<file path="src/rtl/oam_sprite_if.sv">
// oam_sprite_if: CPU, DMA, evaluation and secondary-read signals of the OAM sprite unit
interface oam_sprite_if;
   logic       cpu_oamaddr_wren;
   logic       cpu_oamdata_wren;
   logic       cpu_oamdata_rden;
   logic [7:0] cpu_data_in;
   logic [7:0] cpu_data_out;
   logic       dma_write;
   logic [7:0] dma_address;
   logic [7:0] dma_data;
   logic       eval_start;
   logic [7:0] eval_scanline;
   logic       sprite_height_16;
   logic       eval_busy;
   logic       eval_done;
   logic [3:0] sprite_count;
   logic       sprite_overflow;
   logic       sprite0_in_range;
   logic [4:0] sec_oam_rd_addr;
   logic [7:0] sec_oam_rd_data;
   modport master (
      output cpu_oamaddr_wren, cpu_oamdata_wren, cpu_oamdata_rden, cpu_data_in,
      output dma_write, dma_address, dma_data,
      output eval_start, eval_scanline, sprite_height_16, sec_oam_rd_addr,
      input  cpu_data_out, eval_busy, eval_done, sprite_count, sprite_overflow,
      input  sprite0_in_range, sec_oam_rd_data
   );
   modport slave (
      input  cpu_oamaddr_wren, cpu_oamdata_wren, cpu_oamdata_rden, cpu_data_in,
      input  dma_write, dma_address, dma_data,
      input  eval_start, eval_scanline, sprite_height_16, sec_oam_rd_addr,
      output cpu_data_out, eval_busy, eval_done, sprite_count, sprite_overflow,
      output sprite0_in_range, sec_oam_rd_data
   );
endinterface

</file>
<file path="src/rtl/oam_sprite_unit.sv">
// oam_sprite_unit: primary/secondary OAM with CPU/DMA access and per-scanline sprite evaluation
module oam_sprite_unit #(
   parameter int MAX_SPRITES = 8
) (
   input logic clk,
   input logic reset,
   oam_sprite_if.slave bus
);
   localparam int SEC_BYTES = 4 * MAX_SPRITES;
   typedef enum logic [1:0] {IDLE, CLEAR, SCAN, DONE} state_t;
   state_t     state;
   logic [7:0] prim [256];
   logic [7:0] sec [SEC_BYTES];
   logic [7:0] oam_addr, scanline, cpu_rd, sec_rd, cur;
   logic       tall, busy, done, overflow, sprite0, stall, in_range, last;
   logic [5:0] n;
   logic [1:0] k;
   logic [3:0] count;
   logic [8:0] diff;
   assign bus.cpu_data_out     = cpu_rd;
   assign bus.eval_busy        = busy;
   assign bus.eval_done        = done;
   assign bus.sprite_count     = count;
   assign bus.sprite_overflow  = overflow;
   assign bus.sprite0_in_range = sprite0;
   assign bus.sec_oam_rd_data  = sec_rd;
   // n doubles as the clear index; in SCAN, k=0 is the Y-check cycle and k=1..3 copy bytes
   always_comb begin
      cur      = prim[{n, k}];
      diff     = {1'b0, scanline} - {1'b0, cur};
      in_range = !diff[8] && diff[7:0] < (tall ? 8'd16 : 8'd8);
      stall    = bus.dma_write && (state == CLEAR || state == SCAN);
      last     = n == 6'd63;
   end
   always_ff @(posedge clk) begin
      if (bus.dma_write)
         prim[oam_addr + bus.dma_address] <= bus.dma_data;
      else if (bus.cpu_oamdata_wren && !busy)
         prim[oam_addr] <= bus.cpu_data_in;
   end
   always_ff @(posedge clk) begin
      if (reset) begin
         oam_addr <= 8'd0;
         cpu_rd   <= 8'd0;
      end else begin
         if (bus.cpu_oamaddr_wren)
            oam_addr <= bus.cpu_data_in;
         else if (bus.cpu_oamdata_wren && !busy && !bus.dma_write)
            oam_addr <= oam_addr + 8'd1;
         if (bus.cpu_oamdata_rden)
            cpu_rd <= prim[oam_addr] & (oam_addr[1:0] == 2'd2 ? 8'hE3 : 8'hFF);
      end
   end
   always_ff @(posedge clk) begin
      if (reset) begin
         state    <= IDLE;
         busy     <= 1'b0;
         done     <= 1'b0;
         count    <= 4'd0;
         overflow <= 1'b0;
         sprite0  <= 1'b0;
         n        <= 6'd0;
         k        <= 2'd0;
         scanline <= 8'd0;
         tall     <= 1'b0;
         for (int i = 0; i < SEC_BYTES; i++) sec[i] <= 8'hFF;
      end else begin
         done <= 1'b0;
         case (state)
            IDLE: if (bus.eval_start) begin
               scanline <= bus.eval_scanline;
               tall     <= bus.sprite_height_16;
               count    <= 4'd0;
               overflow <= 1'b0;
               sprite0  <= 1'b0;
               n        <= 6'd0;
               k        <= 2'd0;
               busy     <= 1'b1;
               state    <= CLEAR;
            end
            CLEAR: if (!stall) begin
               sec[n[4:0]] <= 8'hFF;
               n <= n == 6'd31 ? 6'd0 : n + 6'd1;
               if (n == 6'd31) state <= SCAN;
            end
            SCAN: if (!stall) begin
               if (k == 2'd0 && in_range && count[3]) begin
                  overflow <= 1'b1;
                  done     <= 1'b1;
                  state    <= DONE;
               end else if (k == 2'd0 && !in_range) begin
                  n <= n + 6'd1;
                  if (last) begin
                     done  <= 1'b1;
                     state <= DONE;
                  end
               end else begin
                  sec[{count[2:0], k}] <= cur;
                  k <= k + 2'd1;
                  if (k == 2'd3) begin
                     count   <= count + 4'd1;
                     sprite0 <= sprite0 | (n == 6'd0);
                     n       <= n + 6'd1;
                     if (last) begin
                        done  <= 1'b1;
                        state <= DONE;
                     end
                  end
               end
            end
            DONE: begin
               busy  <= 1'b0;
               state <= IDLE;
            end
            default: state <= IDLE;
         endcase
      end
   end
   always_ff @(posedge clk) begin
      if (reset) sec_rd <= 8'hFF;
      else sec_rd <= sec[bus.sec_oam_rd_addr];
   end
endmodule

</file>
<file path="src/flat_wrapper.sv">
// flat-port wrapper written by rule: the top's interface ports become plain ports
module oam_sprite_unit_flat 
#(
   parameter int MAX_SPRITES = 8
)
  (clk, reset, bus_cpu_oamaddr_wren, bus_cpu_oamdata_wren, bus_cpu_oamdata_rden, bus_cpu_data_in, bus_dma_write, bus_dma_address, bus_dma_data, bus_eval_start, bus_eval_scanline, bus_sprite_height_16, bus_sec_oam_rd_addr, bus_cpu_data_out, bus_eval_busy, bus_eval_done, bus_sprite_count, bus_sprite_overflow, bus_sprite0_in_range, bus_sec_oam_rd_data);
  oam_sprite_if bus_i ();
  input logic clk;
  input logic reset;
  input wire logic [$bits(bus_i.cpu_oamaddr_wren)-1:0] bus_cpu_oamaddr_wren;
  input wire logic [$bits(bus_i.cpu_oamdata_wren)-1:0] bus_cpu_oamdata_wren;
  input wire logic [$bits(bus_i.cpu_oamdata_rden)-1:0] bus_cpu_oamdata_rden;
  input wire logic [$bits(bus_i.cpu_data_in)-1:0] bus_cpu_data_in;
  input wire logic [$bits(bus_i.dma_write)-1:0] bus_dma_write;
  input wire logic [$bits(bus_i.dma_address)-1:0] bus_dma_address;
  input wire logic [$bits(bus_i.dma_data)-1:0] bus_dma_data;
  input wire logic [$bits(bus_i.eval_start)-1:0] bus_eval_start;
  input wire logic [$bits(bus_i.eval_scanline)-1:0] bus_eval_scanline;
  input wire logic [$bits(bus_i.sprite_height_16)-1:0] bus_sprite_height_16;
  input wire logic [$bits(bus_i.sec_oam_rd_addr)-1:0] bus_sec_oam_rd_addr;
  output wire logic [$bits(bus_i.cpu_data_out)-1:0] bus_cpu_data_out;
  output wire logic [$bits(bus_i.eval_busy)-1:0] bus_eval_busy;
  output wire logic [$bits(bus_i.eval_done)-1:0] bus_eval_done;
  output wire logic [$bits(bus_i.sprite_count)-1:0] bus_sprite_count;
  output wire logic [$bits(bus_i.sprite_overflow)-1:0] bus_sprite_overflow;
  output wire logic [$bits(bus_i.sprite0_in_range)-1:0] bus_sprite0_in_range;
  output wire logic [$bits(bus_i.sec_oam_rd_data)-1:0] bus_sec_oam_rd_data;
  assign bus_i.cpu_oamaddr_wren = bus_cpu_oamaddr_wren;
  assign bus_i.cpu_oamdata_wren = bus_cpu_oamdata_wren;
  assign bus_i.cpu_oamdata_rden = bus_cpu_oamdata_rden;
  assign bus_i.cpu_data_in = bus_cpu_data_in;
  assign bus_i.dma_write = bus_dma_write;
  assign bus_i.dma_address = bus_dma_address;
  assign bus_i.dma_data = bus_dma_data;
  assign bus_i.eval_start = bus_eval_start;
  assign bus_i.eval_scanline = bus_eval_scanline;
  assign bus_i.sprite_height_16 = bus_sprite_height_16;
  assign bus_i.sec_oam_rd_addr = bus_sec_oam_rd_addr;
  assign bus_cpu_data_out = bus_i.cpu_data_out;
  assign bus_eval_busy = bus_i.eval_busy;
  assign bus_eval_done = bus_i.eval_done;
  assign bus_sprite_count = bus_i.sprite_count;
  assign bus_sprite_overflow = bus_i.sprite_overflow;
  assign bus_sprite0_in_range = bus_i.sprite0_in_range;
  assign bus_sec_oam_rd_data = bus_i.sec_oam_rd_data;
  oam_sprite_unit #(.MAX_SPRITES(MAX_SPRITES)) u_core (.clk(clk), .reset(reset), .bus(bus_i));
endmodule
</file>
<file path="config.mk">
export PLATFORM = sky130hd
export DESIGN_NAME = oam_sprite_unit_flat
export DESIGN_NICKNAME = d
export VERILOG_FILES = /design/src/rtl/oam_sprite_if.sv /design/src/rtl/oam_sprite_unit.sv /design/src/flat_wrapper.sv
export SDC_FILE = /design/constraint.sdc
export NUM_CORES = 2
export LEC_CHECK = 0
export BUFFER_PORTS_ARGS = -buffer_cell sky130_fd_sc_hd__buf_2
export CAP_MARGIN = 10
export CORE_MARGIN = 3
export CORE_UTILIZATION = 47
export CTS_CLUSTER_DIAMETER = 80
export DETAILED_ROUTE_END_ITERATION = 12
export PLACE_DENSITY = 0.65
export SYNTH_ARGS = -nofsm -noshare
export SYNTH_HDL_FRONTEND = slang
export SYNTH_SLANG_ARGS = --single-unit
</file>
<file path="constraint.sdc">
create_clock -name clk -period 8.1 [get_ports clk]
set_input_delay 0.81 -clock clk [delete_from_list [all_inputs] [get_ports clk]]
set_output_delay 0.81 -clock clk [all_outputs]
set_load 0.05 [all_outputs]
</file>
After elaboration in Yosys (flattened, before gate mapping). Memories as Yosys holds them, arrays and structs flattened. A register that Yosys moved wholly into a read port is not among the register bits. Index checks and enable logic that the tools add are counted. Widths: inputs -> output; s select.

Input bits: 45. RAM bits: 2304. Flip-flop bits (word level): 43. Word-level logic and storage cells: 146. Output and inout bits: 24. Memories kept: 2.

Memories: u_core.prim (words 256, bits a word 8, read ports 2, clocked after memory_dff 1, write ports 1, RTL line oam_sprite_unit.sv:12) `logic [7:0] prim [256];`; u_core.sec (words 32, bits a word 8, read ports 1, clocked after memory_dff 1, write ports 32, RTL line oam_sprite_unit.sv:13) `logic [7:0] sec [SEC_BYTES];`.

Muxes and demuxes: 75. Reductions and logical operators: 30. Bitwise logic cells: 3. Equality and inequality tests: 17. Magnitude comparators: 1. $add $sub $neg: 6.

Operators by type and width (number): $mux 8 (8); $mux 6 (7); $mux 1 (32); $mux 2 (12); $reduce_or 8->1 (3); $mux 4 (5); $mux 5 (4); $pmux 6 s3 (1); $ne 2x2->1 const B (8); $reduce_and 6->1 (2); $reduce_and 5->1 (2); $sub 8x8->9 (1); $add 8x1->8 const B (1); $add 8x8->8 (1); $and 8x8->8 (1); $eq 2x2->1 const B (4); $lt 8x8->1 (1); $pmux 2 s4 (1); $pmux 4 s2 (1); $logic_and 1x1->1 (7); $add 6x1->6 const B (1); $eq 6x5->1 const B (1); $eq 6x6->1 const B (1); $logic_not 6->1 (1); 17 further kinds (26).

Longest topological paths before layout. An unclocked memory read counts as a cell.

Depth after elaboration: 14. Depth in mapped cells: 35. Depth with buffers taken out: 24.

Least setup slack after synthesis. No wires, ideal clock.

Path type: register to register. From: reg u_core.k[1]. To: mem u_core.sec[0][0] (enable). Setup time: 326 ps. Slack: 697 ps. Buffers on the path: 8. Stages on the path, launching flop included: 30. Data required time: 7774 ps. Data arrival time: 7077 ps. Period minus slack after synthesis: 7403 ps. Cells stage by stage: dfxtp_1 buf_2 buf_2 buf_2 buf_2 buf_2 buf_1 mux4_2 mux4_2 mux4_2 nand2_1 nand2_1 a211o_1 inv_1 ha_1 clkbuf_1 a2111o_1 o21ai_0 xnor2_1 ha_1 nand2_1 o21ai_0 a311o_1 nor4_1 mux2_2 o21ai_2 a21oi_2 mux2i_1 clkbuf_1 a21o_1.

RTL lines: start: declaration (RTL line oam_sprite_unit.sv:17) `logic [1:0] k;`; start signal: assignment (RTL line oam_sprite_unit.sv:99) `k <= k + 2'd1;`; end: declaration (RTL line oam_sprite_unit.sv:13).

==> run metrics <==
outcome=complete, no violations; largest net degree at the start of global routing=181; worst min path class=in -> reg; layout cells sized above 1=0.365; max capacitance violation total=0; multi-input logic area=38300 um^2; Overflow after GRT=0; Top Ports=69; CP Buf/Inv Count=6; Final Hold Viols=0; nature of the critical path startpoint=flop; Worst Path Required=8710 ps; Chip Height=491 um; CORE AREA=233000 um^2; nets@finish=5728; Final min period=7720 ps; placed cells=8510; synth unique cells=79; sequential area share after synthesis=0.637; Synth warnings=0; gr usage total=0.282; synthesized flop and latch total=2363; port bufs=68; ys async rst share=0; gpl congestion=0.891; hold_sp=bus_eval_scanline[1]; Cell Pwr Density=241 nW/um^2; Fin Setup TNS=0 ps; Initial Util=0.474; detailed-placement wirelength estimate=221000 um; Layout fillers=17900; most frequent cells in the layout=edfxtp_1, mux4_2, nand2_1; worst slew pin tran=1350 ps; Max H-tree Level=5; row cnt=177; # DRC=0; Placed Area=115000 um^2; vias per cell=6.89; initial antenna violation count=19; clock latency on the worst-skew pair=940 ps; Synth Net Count=5557; P&R area growth vs syn=12.0%; clock slew at reported path FFs=60 ps; critical-path cell list=buf_12 -> buf_12 -> buf_4 -> mux4_2 -> mux4_2 -> mux4_2 -> nand2_1 -> a31oi_1 -> inv_1 -> ha_1 -> nand2_1 -> a21oi_1 -> a221o_1 -> a21oi_1 -> nand2_1 -> a21oi_1 -> nor4_1 -> mux2_2 -> o21ai_2 -> buf_4 -> a31oi_1 -> buf_4 -> o2bb2ai_2 -> a21o_1; FF-to-FF Start=u_core.k[1]$_SDFFE_PP0P_; first-pass GRT wire length=479000 um; final setup vio count=0; Placement Setup Slack=321 ps; Num CTS Buffers=274; vias in the first global route=60900; most common cell after layout, fill and taps aside=edfxtp_1; Fin Clk Skew=82.7 ps; final hold slack=158 ps; DIE WIDTH=491 um; Post-synth EDFFs=2304; final wirelength=341000 um; CTS sink cnt=2363; Critical Path Start=u_core.k[1]$_SDFFE_PP0P_; Primary FF master, synth=edfxtp_1; post-synthesis area per instance=20.1 um^2; mapped cell area=111000 um^2; CTS tree=built; Slew headroom=0.100; RSZ-0062 raised after global routing=false; die area=241000 um^2; Cells after Synth=5485; CTS Root Buffer Type=clkbuf_16; final std cells w/o fill=8985; # Post-CTS Setup Buffers=0; pins over their slew limit=0; Final WS setup=376 ps; design area=124000 um^2; VDD IR max=205 uV; CP max FO=29; CP arrival=8330 ps; Setup CP Type=reg -> reg; critical path's largest stage delay=710 ps; Worst Setup End Kind=flop; FMAX=129 MHz; CTS max path bufs=4; Post-CTS Hold Buffers=0; register area=70400 um^2; Routed Antenna Nets=0; delay-heaviest family, CP=compound AO/OA/AOI/OAI gates; P_leak=0.0362 uW; fin crit share=0.954; initial DRC count=9037; WL/cell=38.0 um; DRT Pass-1 Iters=6; Vias=61900; CP max stage cell=dfxtp_4
==> timing repair <==
action | 4_1_cts | 5_1_grt
hold endpoints to repair | 0 | 0
resized for setup | 0 | 1
setup endpoints to repair | 0 | 8
==> per-stage QoR <==
step	utilization	total power, uW
after floorplan	-	16800
after global routing	0.531	30700
after CTS	0.530	30000
after global placement	0.495	18400
after detailed placement	0.495	18400
final	0.531	29900
==> worst min-delay path, stage by stage <==
cell     delay, ps
buf_2          100
nand2_1         50
a21oi_1         50
==> layout make-up <==
| type | instances | share of cell area |
|---|---|---|
| flip-flops and latches | 2363 | 0.569 |
| multi-input cells | 2664 | 0.309 |
| clock buffers | 351 | 0.0593 |
| well taps | 3132 | 0.0317 |
| repair buffers | 322 | 0.0227 |
| clock inverters | 108 | 0.00694 |
| inverters | 31 | 0.00100 |
| diodes | 14 | 0.000283 |
==> cell usage after synthesis (4+ instances only) <==
cell       count  area [um^2]
edfxtp_1    2304        69200
mux4_2      1365        30700
nand2_1      403         1510
nor2_1       317         1190
clkbuf_1     203          762
buf_1         94          353
mux2i_1       93          931
buf_2         74          370
nand3_1       66          330
dfxtp_1       59         1180
a21oi_1       50          250
a21o_1        37          278
buf_4         31          233
nor2b_1       31          194
inv_1         29          109
ha_1          26          325
buf_6         25          282
o21ai_0       22          110
a22oi_1       18          135
a31oi_1       18          113
mux2_2        15          169
nand2b_1      14         87.6
nand4_1       12         75.1
nor3_1        11         55.1
xnor2_1       11         96.3
a211oi_1      10         75.1
nor3_2        10          100
a211o_1        9         78.8
xor2_1         9         78.8
nor3_4         8          130
o2111ai_1      8         70.1
or3_1          7         43.8
and2_1         6         37.5
o21a_1         6         45.0
a211oi_2       5         62.6
o211ai_1       5         37.5
or4_1          5         37.5
o22ai_1        4         25.0
==> metal layers <==
| layer | share of wire | global-route usage | vias up | routed length, um |
|---|---|---|---|---|
| met5 | 0.00019 | 0 | - | 65 |
| met4 | 0.038 | 0.0976 | 8 | 12900 |
| met3 | 0.12 | 0.0828 | 653 | 41700 |
| met2 | 0.47 | 0.431 | 4107 | 160000 |
| met1 | 0.37 | 0.391 | 33300 | 127000 |
| li1 | - | - | 23800 | - |
==> path summary, 6_finish.rpt <==
| path | end | slack (ps) | cells past startpoint |
|---|---|---|---|
| worst max register to register | u_core.sec[1][2]$_SDFFCE_PN1P_ | 380 | 24 |
| worst min register to register | u_core.scanline[7]$_SDFFE_PP0P_ | 520 | 2 |
| worst min-delay path | u_core.scanline[1]$_SDFFE_PP0P_ | 160 | 3 |
| worst max-delay path | u_core.sec[1][2]$_SDFFCE_PN1P_ | 380 | 24 |
==> state kept, by name, summed over array words and instances, names as in the netlist, named ones only <==
register / cells
u_core.prim: 2048
u_core.sec: 256
u_core.bus.cpu_data_out: 8
u_core.bus.sec_oam_rd_data: 8
u_core.oam_addr: 8
u_core.scanline: 8
u_core.n: 6
u_core.bus.sprite_count: 4
u_core.k: 2
u_core.state: 2
u_core.bus.eval_busy: 1
u_core.bus.eval_done: 1
u_core.bus.sprite0_in_range: 1
u_core.bus.sprite_overflow: 1
u_core.tall: 1
==> kinds of logic after synthesis <==
logic type                 share of synthesized area
buffers and inverters                         0.0191
AOI/OAI and AO/OA                             0.0155
DFF                                            0.637
adders and majority gates                    0.00313
xor gates and xnor gates                     0.00159
and+or+nand+nor                               0.0357
muxes                                          0.288
==> power by group <==
part / internal, uW / switching (uW) / total (uW)
registers: 13700 / 162 / 13900
logic: 1740 / 2620 / 4360
clock network: 6780 / 4840 / 11600
total: 22200 / 7620 / 29900
Power figures use the tool's default switching activity.
